--- config.mk ---
export PLATFORM = sky130hd
export DESIGN_NAME = bp_table_ctrl
export DESIGN_NICKNAME = d
export VERILOG_FILES = /design/src/rtl/bp_pkg.sv /design/src/rtl/bp_upd_fifo.sv /design/src/rtl/bp_table_ctrl.sv
export SDC_FILE = /design/constraint.sdc
export NUM_CORES = 1
export LEC_CHECK = 0
export ABC_AREA = 1
export CAP_MARGIN = 10
export CORE_AREA = 2 2 107 109
export CTS_CLUSTER_DIAMETER = 60
export DETAILED_ROUTE_END_ITERATION = 7
export DIE_AREA = 0 0 109 111
export PLACE_DENSITY = 0.65
export SLEW_MARGIN = 20
export SYNTH_ARGS = -nofsm -noshare
export SYNTH_HDL_FRONTEND = slang
export SYNTH_SLANG_ARGS = --single-unit
--- constraint.sdc ---
create_clock -name clk -period 2.3 [get_ports clk]
set_input_delay 0.345 -clock clk [delete_from_list [all_inputs] [get_ports clk]]
set_output_delay 0.345 -clock clk [all_outputs]
set_load 0.005 [all_outputs]
--- src/rtl/bp_pkg.sv ---
// bp_pkg -- shared definitions for the branch history table controller.
//   SNT/WNT/WT/ST : 2-bit hysteresis counter encodings
//   bp_state_e    : controller FSM states (INIT clears the table, RUN serves traffic)
//   bp_next       : counter transition for a resolved branch outcome
//   bp_pred       : taken prediction from a counter
package bp_pkg;

  localparam logic [1:0] SNT = 2'b00;
  localparam logic [1:0] WNT = 2'b01;
  localparam logic [1:0] WT  = 2'b10;
  localparam logic [1:0] ST  = 2'b11;

  typedef enum logic {
    INIT = 1'b0,
    RUN  = 1'b1
  } bp_state_e;

  // Asymmetric hysteresis: a taken outcome from WNT jumps straight to ST, and a
  // not-taken outcome from WT falls straight to SNT.
  function automatic logic [1:0] bp_next(input logic [1:0] counter, input logic taken);
    logic [1:0] nxt;
    if (taken) begin
      case (counter)
        SNT:     nxt = WNT;
        WNT:     nxt = ST;
        WT:      nxt = ST;
        ST:      nxt = ST;
        default: nxt = SNT;
      endcase
    end else begin
      case (counter)
        SNT:     nxt = SNT;
        WNT:     nxt = SNT;
        WT:      nxt = SNT;
        ST:      nxt = WT;
        default: nxt = SNT;
      endcase
    end
    return nxt;
  endfunction

  function automatic logic bp_pred(input logic [1:0] counter);
    return counter[1];
  endfunction

endpackage

--- src/rtl/bp_upd_fifo.sv ---
// bp_upd_fifo -- shift-register FIFO holding resolved-branch updates.
// Entry 0 is always the head, so entries[] is presented in FIFO order.
// Ports:
//   clk, rst            : clock, asynchronous active-high reset (empties the FIFO)
//   push, push_data     : enqueue {index, taken}; ignored when full unless popping
//   pop                 : remove the head; ignored when empty
//   full, empty, count  : occupancy status
//   entries             : all slots, head first; slots at or beyond count are stale
module bp_upd_fifo
  import bp_pkg::*;
#(
  parameter int IDX_W  = 5,
  parameter int QDEPTH = 2,
  parameter int CW     = $clog2(QDEPTH + 1)
) (
  input  logic                         clk,
  input  logic                         rst,
  input  logic                         push,
  input  logic [IDX_W:0]               push_data,
  input  logic                         pop,
  output logic                         full,
  output logic                         empty,
  output logic [CW-1:0]                count,
  output logic [QDEPTH-1:0][IDX_W:0]   entries
);

  localparam logic [CW-1:0] FULL_CNT = CW'(QDEPTH);

  logic [QDEPTH-1:0][IDX_W:0] mem, mem_nxt;
  logic [CW-1:0]              cnt_q, cnt_pop, cnt_nxt;
  logic                       do_pop, do_push;

  assign full    = (cnt_q == FULL_CNT);
  assign empty   = (cnt_q == '0);
  assign count   = cnt_q;
  assign entries = mem;
  assign do_pop  = pop && !empty;
  assign do_push = push && (!full || do_pop);

  // Next contents: shift out the head on pop, then write the new entry behind the survivors.
  always_comb begin
    mem_nxt = mem;
    if (do_pop) begin
      for (int i = 0; i < QDEPTH - 1; i++) begin
        mem_nxt[i] = mem[i + 1];
      end
      mem_nxt[QDEPTH-1] = '0;
      cnt_pop = cnt_q - CW'(1);
    end else begin
      cnt_pop = cnt_q;
    end
    if (do_push) begin
      for (int i = 0; i < QDEPTH; i++) begin
        mem_nxt[i] = (CW'(i) == cnt_pop) ? push_data : mem_nxt[i];
      end
      cnt_nxt = cnt_pop + CW'(1);
    end else begin
      cnt_nxt = cnt_pop;
    end
  end

  // FIFO storage and occupancy registers.
  always_ff @(posedge clk or posedge rst) begin
    if (rst) begin
      mem   <= '0;
      cnt_q <= '0;
    end else begin
      mem   <= mem_nxt;
      cnt_q <= cnt_nxt;
    end
  end

endmodule

--- src/rtl/bp_table_ctrl.sv ---
// bp_table_ctrl -- owner of the 2**IDX_W-entry branch history table.
// One table access per cycle, arbitrated: drain when the update queue is full,
// else a fetch lookup, else drain when the queue holds anything.
// Build option: define BP_TABLE_CTRL_FWD_EN to let lookups see queued updates
// (plus one enqueued in the same cycle, applied last); otherwise lookups read
// the table only.
// Ports:
//   clk, rst                      : clock, asynchronous active-high reset
//   lk_valid, lk_pc, lk_ready     : fetch lookup handshake; index = pc[IDX_W+1:2]
//   lk_pred_valid, lk_pred        : registered prediction, one cycle after acceptance
//   up_valid, up_pc, up_taken,
//   up_pred, up_ready             : execute resolution handshake
//   mispredict                    : pulse the cycle after an accepted wrong prediction
//   init_done                     : table cleared after reset
module bp_table_ctrl
  import bp_pkg::*;
#(
  parameter int IDX_W  = 5,
  parameter int QDEPTH = 2
) (
  input  logic        clk,
  input  logic        rst,
  input  logic        lk_valid,
  input  logic [31:0] lk_pc,
  output logic        lk_ready,
  output logic        lk_pred_valid,
  output logic        lk_pred,
  input  logic        up_valid,
  input  logic [31:0] up_pc,
  input  logic        up_taken,
  input  logic        up_pred,
  output logic        up_ready,
  output logic        mispredict,
  output logic        init_done
);

  localparam int DEPTH = 2 ** IDX_W;
  localparam int CW    = $clog2(QDEPTH + 1);

  logic [1:0]                 bht [DEPTH];
  bp_state_e                  state;
  logic [IDX_W-1:0]           init_cnt;
  logic [IDX_W-1:0]           lk_idx, up_idx, head_idx;
  logic                       head_taken;
  logic                       q_full, q_empty;
  logic [CW-1:0]              q_count;
  logic [QDEPTH-1:0][IDX_W:0] q_entries;
  logic                       run, lk_acc, up_acc, drain;
  logic [1:0]                 lk_ctr;
  logic                       unused_bits;

  assign lk_idx     = lk_pc[IDX_W+1:2];
  assign up_idx     = up_pc[IDX_W+1:2];
  assign head_idx   = q_entries[0][IDX_W:1];
  assign head_taken = q_entries[0][0];

  assign run      = (state == RUN);
  assign lk_ready = run && !q_full;
  assign up_ready = run && !q_full;
  assign lk_acc   = lk_valid && lk_ready;
  assign up_acc   = up_valid && up_ready;
  // A full queue steals the slot; otherwise an idle fetch side lets the head drain.
  assign drain    = run && (q_full || (!lk_valid && !q_empty));

  bp_upd_fifo #(
    .IDX_W  (IDX_W),
    .QDEPTH (QDEPTH),
    .CW     (CW)
  ) u_fifo (
    .clk       (clk),
    .rst       (rst),
    .push      (up_acc),
    .push_data ({up_idx, up_taken}),
    .pop       (drain),
    .full      (q_full),
    .empty     (q_empty),
    .count     (q_count),
    .entries   (q_entries)
  );

  // Counter seen by a lookup, optionally with pending updates folded in oldest first.
  always_comb begin
    lk_ctr = bht[lk_idx];
`ifdef BP_TABLE_CTRL_FWD_EN
    for (int i = 0; i < QDEPTH; i++) begin
      if ((CW'(i) < q_count) && (q_entries[i][IDX_W:1] == lk_idx)) begin
        lk_ctr = bp_next(lk_ctr, q_entries[i][0]);
      end else begin
        lk_ctr = lk_ctr;
      end
    end
    if (up_acc && (up_idx == lk_idx)) begin
      lk_ctr = bp_next(lk_ctr, up_taken);
    end else begin
      lk_ctr = lk_ctr;
    end
`endif
  end

`ifdef BP_TABLE_CTRL_FWD_EN
  assign unused_bits = ^{lk_pc[31:IDX_W+2], lk_pc[1:0], up_pc[31:IDX_W+2], up_pc[1:0]};
`else
  assign unused_bits = ^{lk_pc[31:IDX_W+2], lk_pc[1:0], up_pc[31:IDX_W+2], up_pc[1:0],
                         q_count, q_entries};
`endif

  // Table write port: sequential clearing during INIT, queue drains in RUN.
  always_ff @(posedge clk) begin
    if (state == INIT) begin
      bht[init_cnt] <= SNT;
    end else if (drain) begin
      bht[head_idx] <= bp_next(bht[head_idx], head_taken);
    end
  end

  // Controller FSM and registered outputs.
  always_ff @(posedge clk or posedge rst) begin
    if (rst) begin
      state         <= INIT;
      init_cnt      <= '0;
      init_done     <= 1'b0;
      lk_pred_valid <= 1'b0;
      lk_pred       <= 1'b0;
      mispredict    <= 1'b0;
    end else begin
      case (state)
        INIT: begin
          init_cnt <= init_cnt + IDX_W'(1);
          if (init_cnt == {IDX_W{1'b1}}) begin
            state     <= RUN;
            init_done <= 1'b1;
          end else begin
            state     <= INIT;
            init_done <= 1'b0;
          end
        end
        RUN: begin
          state     <= RUN;
          init_done <= 1'b1;
        end
        default: begin
          state     <= INIT;
          init_done <= 1'b0;
        end
      endcase
      lk_pred_valid <= lk_acc;
      lk_pred       <= lk_acc ? bp_pred(lk_ctr) : 1'b0;
      mispredict    <= up_acc && (up_taken != up_pred);
    end
  end

endmodule

-- Word level (Yosys, flattened, before mapping)
Memories as Yosys holds them, arrays and structs flattened.
Cells that the tools add are included.
- add/sub/neg operators: 3
- multipliers: 0
- div/mod/pow operators: 0
- order comparisons: 0
- equal/unequal tests: 7
- shift-type cells: 0
- muxes and demuxes: 21
- bitwise logic cells: 1
- reduce and logical (&&, ||, !) cells: 19
- operators by type and width (kind ; count):
    2-to-1 mux 12 bit ; 2
    2-to-1 mux 2 bit ; 6
    2-to-1 mux 6 bit ; 2
    logical AND 1 bit ; 8
    one-hot mux 2 bit (2 select lines) ; 2
    2-to-1 mux 1 bit ; 7
    equality test 2 bit (second input constant) ; 3
    zero test 2 bit ; 3
    OR reduction 3 bit ; 2
    adder 5 x 1 -> 5 bit (second input constant) ; 1
    equality test 5 bit (second input constant) ; 1
    2-to-1 mux 5 bit ; 1
    zero test 1 bit ; 3
    adder 2 x 1 -> 2 bit (second input constant) ; 1
    equality test 1 x 2 -> 1 bit (first input constant) ; 1
    equality test 2 x 1 -> 1 bit (second input constant) ; 1
    logical OR 1 bit ; 2
    one-hot mux 1 bit (2 select lines) ; 1
    OR reduction 2 bit ; 1
    subtractor 2 x 1 -> 2 bit (second input constant) ; 1
    != test 1 bit ; 1
    inverter 1 bit ; 1
- register bits after elaboration: 23
- bits in latches: 0
- bits in writable memories: 64
- ROM bits: 0
- input bits: 70
- output and inout bits: 6
- logic and storage cells: 60
- memories kept: 1
- memories (name ; words ; width ; read ports ; clocked after Yosys merged registers in ; write ports ; RTL line ; text):
    bht ; 32 ; 2 ; 2 ; 0 ; 1 ; bp_table_ctrl.sv:40 ; logic [1:0] bht [DEPTH];

-- Logic depth before layout (Yosys ltp)
- word-level depth: 10
- mapped depth: 13
- depth with buffers taken out: 11

-- By module
A second synthesis with hierarchy kept.
- cell total of the unflattened synthesis: 506
- area total of the unflattened synthesis: 4628.2 um^2
- modules (own cells, without submodules) (module ; instances ; cells each ; area an instance (um^2)):
    bp_table_ctrl ; 1 ; 411 ; 3766.1
    bp_upd_fifo ; 1 ; 95 ; 862.1

-- Worst setup path after synthesis
OpenSTA, ideal clock, no wires.
- kind: register to register
- from: register u_fifo.mem (netlist bit u_fifo.entries[1])
- to: memory bht[0][1] (data pin)
- library setup time: 0.352 ns
- data arrival time: 2.077 ns
- setup slack: -0.128 ns
- cell stages (with the launch flop): 14
- period minus slack after synthesis: 2.428 ns
- cell sequence: dfrtp_1 buf_4 inv_1 buf_2 nand2_1 nand3_1 nand3_1 nand2_1 nand2_1 nand3_1 nand2_1 nand2_1 nand2_1 nor2_1
- longest elaborated chain between the ends: 8
- elaborated cells on any way between the ends: 13
- those cells by class: eq/ne: 3; mux: 6; reduce/logical: 3; memory: 1
- RTL lines (what ; RTL line ; text):
    from (decl) ; bp_upd_fifo.sv:29 ; logic [QDEPTH-1:0][IDX_W:0] mem, mem_nxt;
    from (signal assigned) ; bp_upd_fifo.sv:68 ; mem <= mem_nxt;
    memory (32 x 2 bit) (*) ; - ;
    equality test 2 bit (tied with other cells) ; bp_pkg.sv:23, bp_pkg.sv:31 ;
    OR reduction 3 bit (no source line) ; - ;
    one-hot mux 2 bit (2 select lines), on equally long branches ; bp_pkg.sv:31, bp_pkg.sv:23 ;
    2-to-1 mux 2 bit (*) ; bp_pkg.sv:22 ; if (taken) begin
    2-to-1 mux 2 bit (*) ; bp_table_ctrl.sv:111 ; end else if (drain) begin
    2-to-1 mux 2 bit (*) ; bp_table_ctrl.sv:109 ; if (state == INIT) begin
    2-to-1 mux 2 bit (no source line) (*) ; - ;
    to (decl) ; bp_table_ctrl.sv:40 ;
Every way passes the cells marked *; elsewhere a longest branch is shown, timed or not. The select of a mux whose other input is x is not followed.

-- Final worst setup path
- from: register u_fifo.cnt_q[0], in the netlist u_fifo.count[0]
- to: output port lk_ready
- longest elaborated chain between the ends: 3
- RTL lines (what ; RTL line ; text):
    from (decl) ; bp_upd_fifo.sv:30 ; logic [CW-1:0] cnt_q, cnt_pop, cnt_nxt;
    from (signal assigned) ; bp_upd_fifo.sv:69 ; cnt_q <= cnt_nxt;
    equality test 2 bit ; bp_upd_fifo.sv:33 ; assign full = (cnt_q == FULL_CNT);
    zero test 1 bit ; bp_table_ctrl.sv:58 ; assign lk_ready = run && !q_full;
    logical AND 1 bit ; bp_table_ctrl.sv:58 ;
    to (decl) ; bp_table_ctrl.sv:25 ; output logic lk_ready,
Every way passes these cells.

==> results.json <==
{
  "outcome": "finished, final reports clean",
  "syn_nets": 527,
  "ys_seq_area_frac": 0.578,
  "die-height_um": 111,
  "worst_skew_pair.late_latency_ps": 340,
  "rr_worst_depth": 8,
  "drcViolationCount": 0,
  "diodes": 0,
  "ys_ff_latch": 87,
  "yosysUniqueCellTypes": 31,
  "crit_path_start_kind": "register",
  "cts_made_buffers": 9,
  "initial_utilization": 0.390,
  "cts_tree": "yes",
  "drt_iter0_markers": 275,
  "die_w_um": 109,
  "total_power_mw": 6.28,
  "num_vias": 3224,
  "cp_max_fo": 4,
  "place.gp.congestion": 0.882,
  "hold_viol": 0,
  "wire_per_inst_um": 15.4,
  "setup_viol": 0,
  "yosys_warnings": 0,
  "hold_path_class": "input port to async pin",
  "std_cell_rows": 39,
  "p_leak_nw": 2.07,
  "clock_path_buffers": 2,
  "fillCellCount": 1021,
  "syn_area_um2": 4320,
  "viasPerCell": 5.10,
  "syn_area_per_cell_um2": 9.57,
  "ant_nets": 0,
  "clockRootBuffer": "clkbuf_16",
  "placedCellCount": 616,
  "fin_crit_ps": 2100,
  "arrival_ps": 1750,
  "grt_max_degree": 34,
  "postCtsSetupBuffers": 0,
  "dieArea_um2": 12100,
  "path_class": "register to output pin",
  "synth.top_cell.area_share": 0.444,
  "fin_crit_sh": 0.911,
  "slew_violations": 0,
  "wirelength_um": 9750,
  "htree_levels": 3,
  "ios": 76,
  "design_area_um2": 5110,
  "io_buffers": 21,
  "grt-ovfl-total": 0,
  "critPathCaptureType": "output pin",
  "tightest_slew_ps": 547,
  "whs_ps": 350,
  "antenna_found_initial": 0,
  "slew_headroom": 0.635,
  "cts.sinks": 87,
  "final_cells": 632,
  "clk_pin_slew_ps": 60,
  "holdBufCountCts": 0,
  "cap_violations": 0,
  "cts_resized": 0,
  "layout_common_cells": "nand2_1, nand3_1, edfxtp_1",
  "synthTopCellsByArea": "edfxtp_1, dfrtp_1, nand2_1",
  "drive_gt1_frac": 0.143,
  "place_area_um2": 4790,
  "rsz0062_at_grt": "no",
  "netlist_instances": 452,
  "track_usage": 0.172,
  "peakVddDrop_mv": 0.425,
  "yosys.area.top_type": "edfxtp_1",
  "grt_pass1_wl_um": 15900,
  "hpwlAfterDp_um": 6480,
  "synthToLayoutAreaGrowth_pct": 18.1,
  "crit_required_ps": 1960,
  "final_common_cell": "nand2_1",
  "first_pass_iters": 7,
  "finalNetCount": 559,
  "p_per_area_nw_per_um2": 1230,
  "core_area_um2": 11100,
  "grt_pass1_vias": 3219,
  "fmax_mhz": 477,
  "clock_skew_ps": 9.05
}
## metrics by stage
step                 util  setup TNS [ps]  worst slack, ps
detailed placement  0.432            -119            -31.7
finish              0.461               0              205
floorplan               -               0              194
global route        0.461               0             90.4
global placement    0.432           -46.0            -13.7
CTS                 0.461               0              195
## synthesized netlist by cell type
| cell type | number |
|---|---|
| a21oi_2 | 1 |
| buf_2 | 7 |
| buf_4 | 2 |
| buf_6 | 1 |
| clkbuf_1 | 7 |
| clkbuf_8 | 1 |
| dfrtp_1 | 23 |
| edfxtp_1 | 64 |
| ha_1 | 5 |
| inv_1 | 30 |
| inv_2 | 2 |
| mux2_2 | 6 |
| mux2i_1 | 1 |
| nand2_1 | 113 |
| nand2_2 | 4 |
| nand2_4 | 1 |
| nand3_1 | 64 |
| nand3_2 | 5 |
| nand4_1 | 1 |
| nor2_1 | 60 |
| nor2_4 | 1 |
| nor3b_1 | 1 |
| o211ai_1 | 2 |
| o21a_1 | 1 |
| o21ai_0 | 16 |
| o21ai_2 | 12 |
| o21bai_1 | 7 |
| o221ai_1 | 6 |
| or2_2 | 3 |
| xnor2_1 | 2 |
| xor2_1 | 3 |
## worst max-delay path, stage by stage, from the launching register on
cell,delay (ps)
dfrtp_1,410
inv_1,90
ha_1,210
nor2_1,180
clkdlybuf4s50_1,540
## path summary, 6_finish.rpt
check	start	endpoint	slack, ps
setup / recovery	u_fifo.count[0]$_DFF_PP0_	lk_ready	200
hold / removal	rst	u_fifo.count[0]$_DFF_PP0_	350
setup reg to reg	run$_DFF_PP0_	bht[0][0]$_DFFE_PP_	250
hold reg to reg	u_fifo.entries[9]$_DFF_PP0_	u_fifo.entries[9]$_DFF_PP0_	500
max in group asynchronous	rst	mispredict$_DFF_PP0_	1720
min in group clk	u_fifo.entries[9]$_DFF_PP0_	u_fifo.entries[9]$_DFF_PP0_	500
## metal layers
layer / global-route usage / up-vias / part of all wire
met5: 0 / - / 0
met4: 0.0846 / 0 / 0.022
met3: 0.0188 / 23 / 0.057
met2: 0.286 / 107 / 0.50
met1: 0.221 / 1501 / 0.42
li1: - / 1593 / -
## sequential cells by signal, indices dropped and copies added (netlist names)
register	flops
init_cnt	5
lk_pred	1
u_fifo.entries	12
mispredict	1
lk_pred_valid	1
bht	64
u_fifo.count	2
run	1
## cells by family after synthesis
group | share of synthesized area
AO/OA/AOI/OAI | 0.0744
XOR/XNOR | 0.0101
adder cells (fa/ha/maj) | 0.0145
buffers and inverters | 0.0512
flip-flops | 0.578
multiplexers | 0.0179
AND/OR/NAND/NOR | 0.254
## area by class of cell
class | instances | area [um2] | share of cell area
clock buffer | 9 | 225 | 0.0441
multi-input combinational | 315 | 1610 | 0.315
timing repair buffer | 39 | 383 | 0.0749
clock inverter | 7 | 96.3 | 0.0189
inverter | 32 | 120 | 0.0235
sequential | 87 | 2500 | 0.489
tap | 143 | 179 | 0.0350
## where the power goes
group	leakage [nW]	internal, mW	switching (mW)
Clock	0.160	0.954	0.593
Combinational	1.03	0.906	1.63
Sequential	0.883	2.09	0.102
Total	2.07	3.95	2.33
Power figures use the tool's default switching activity.
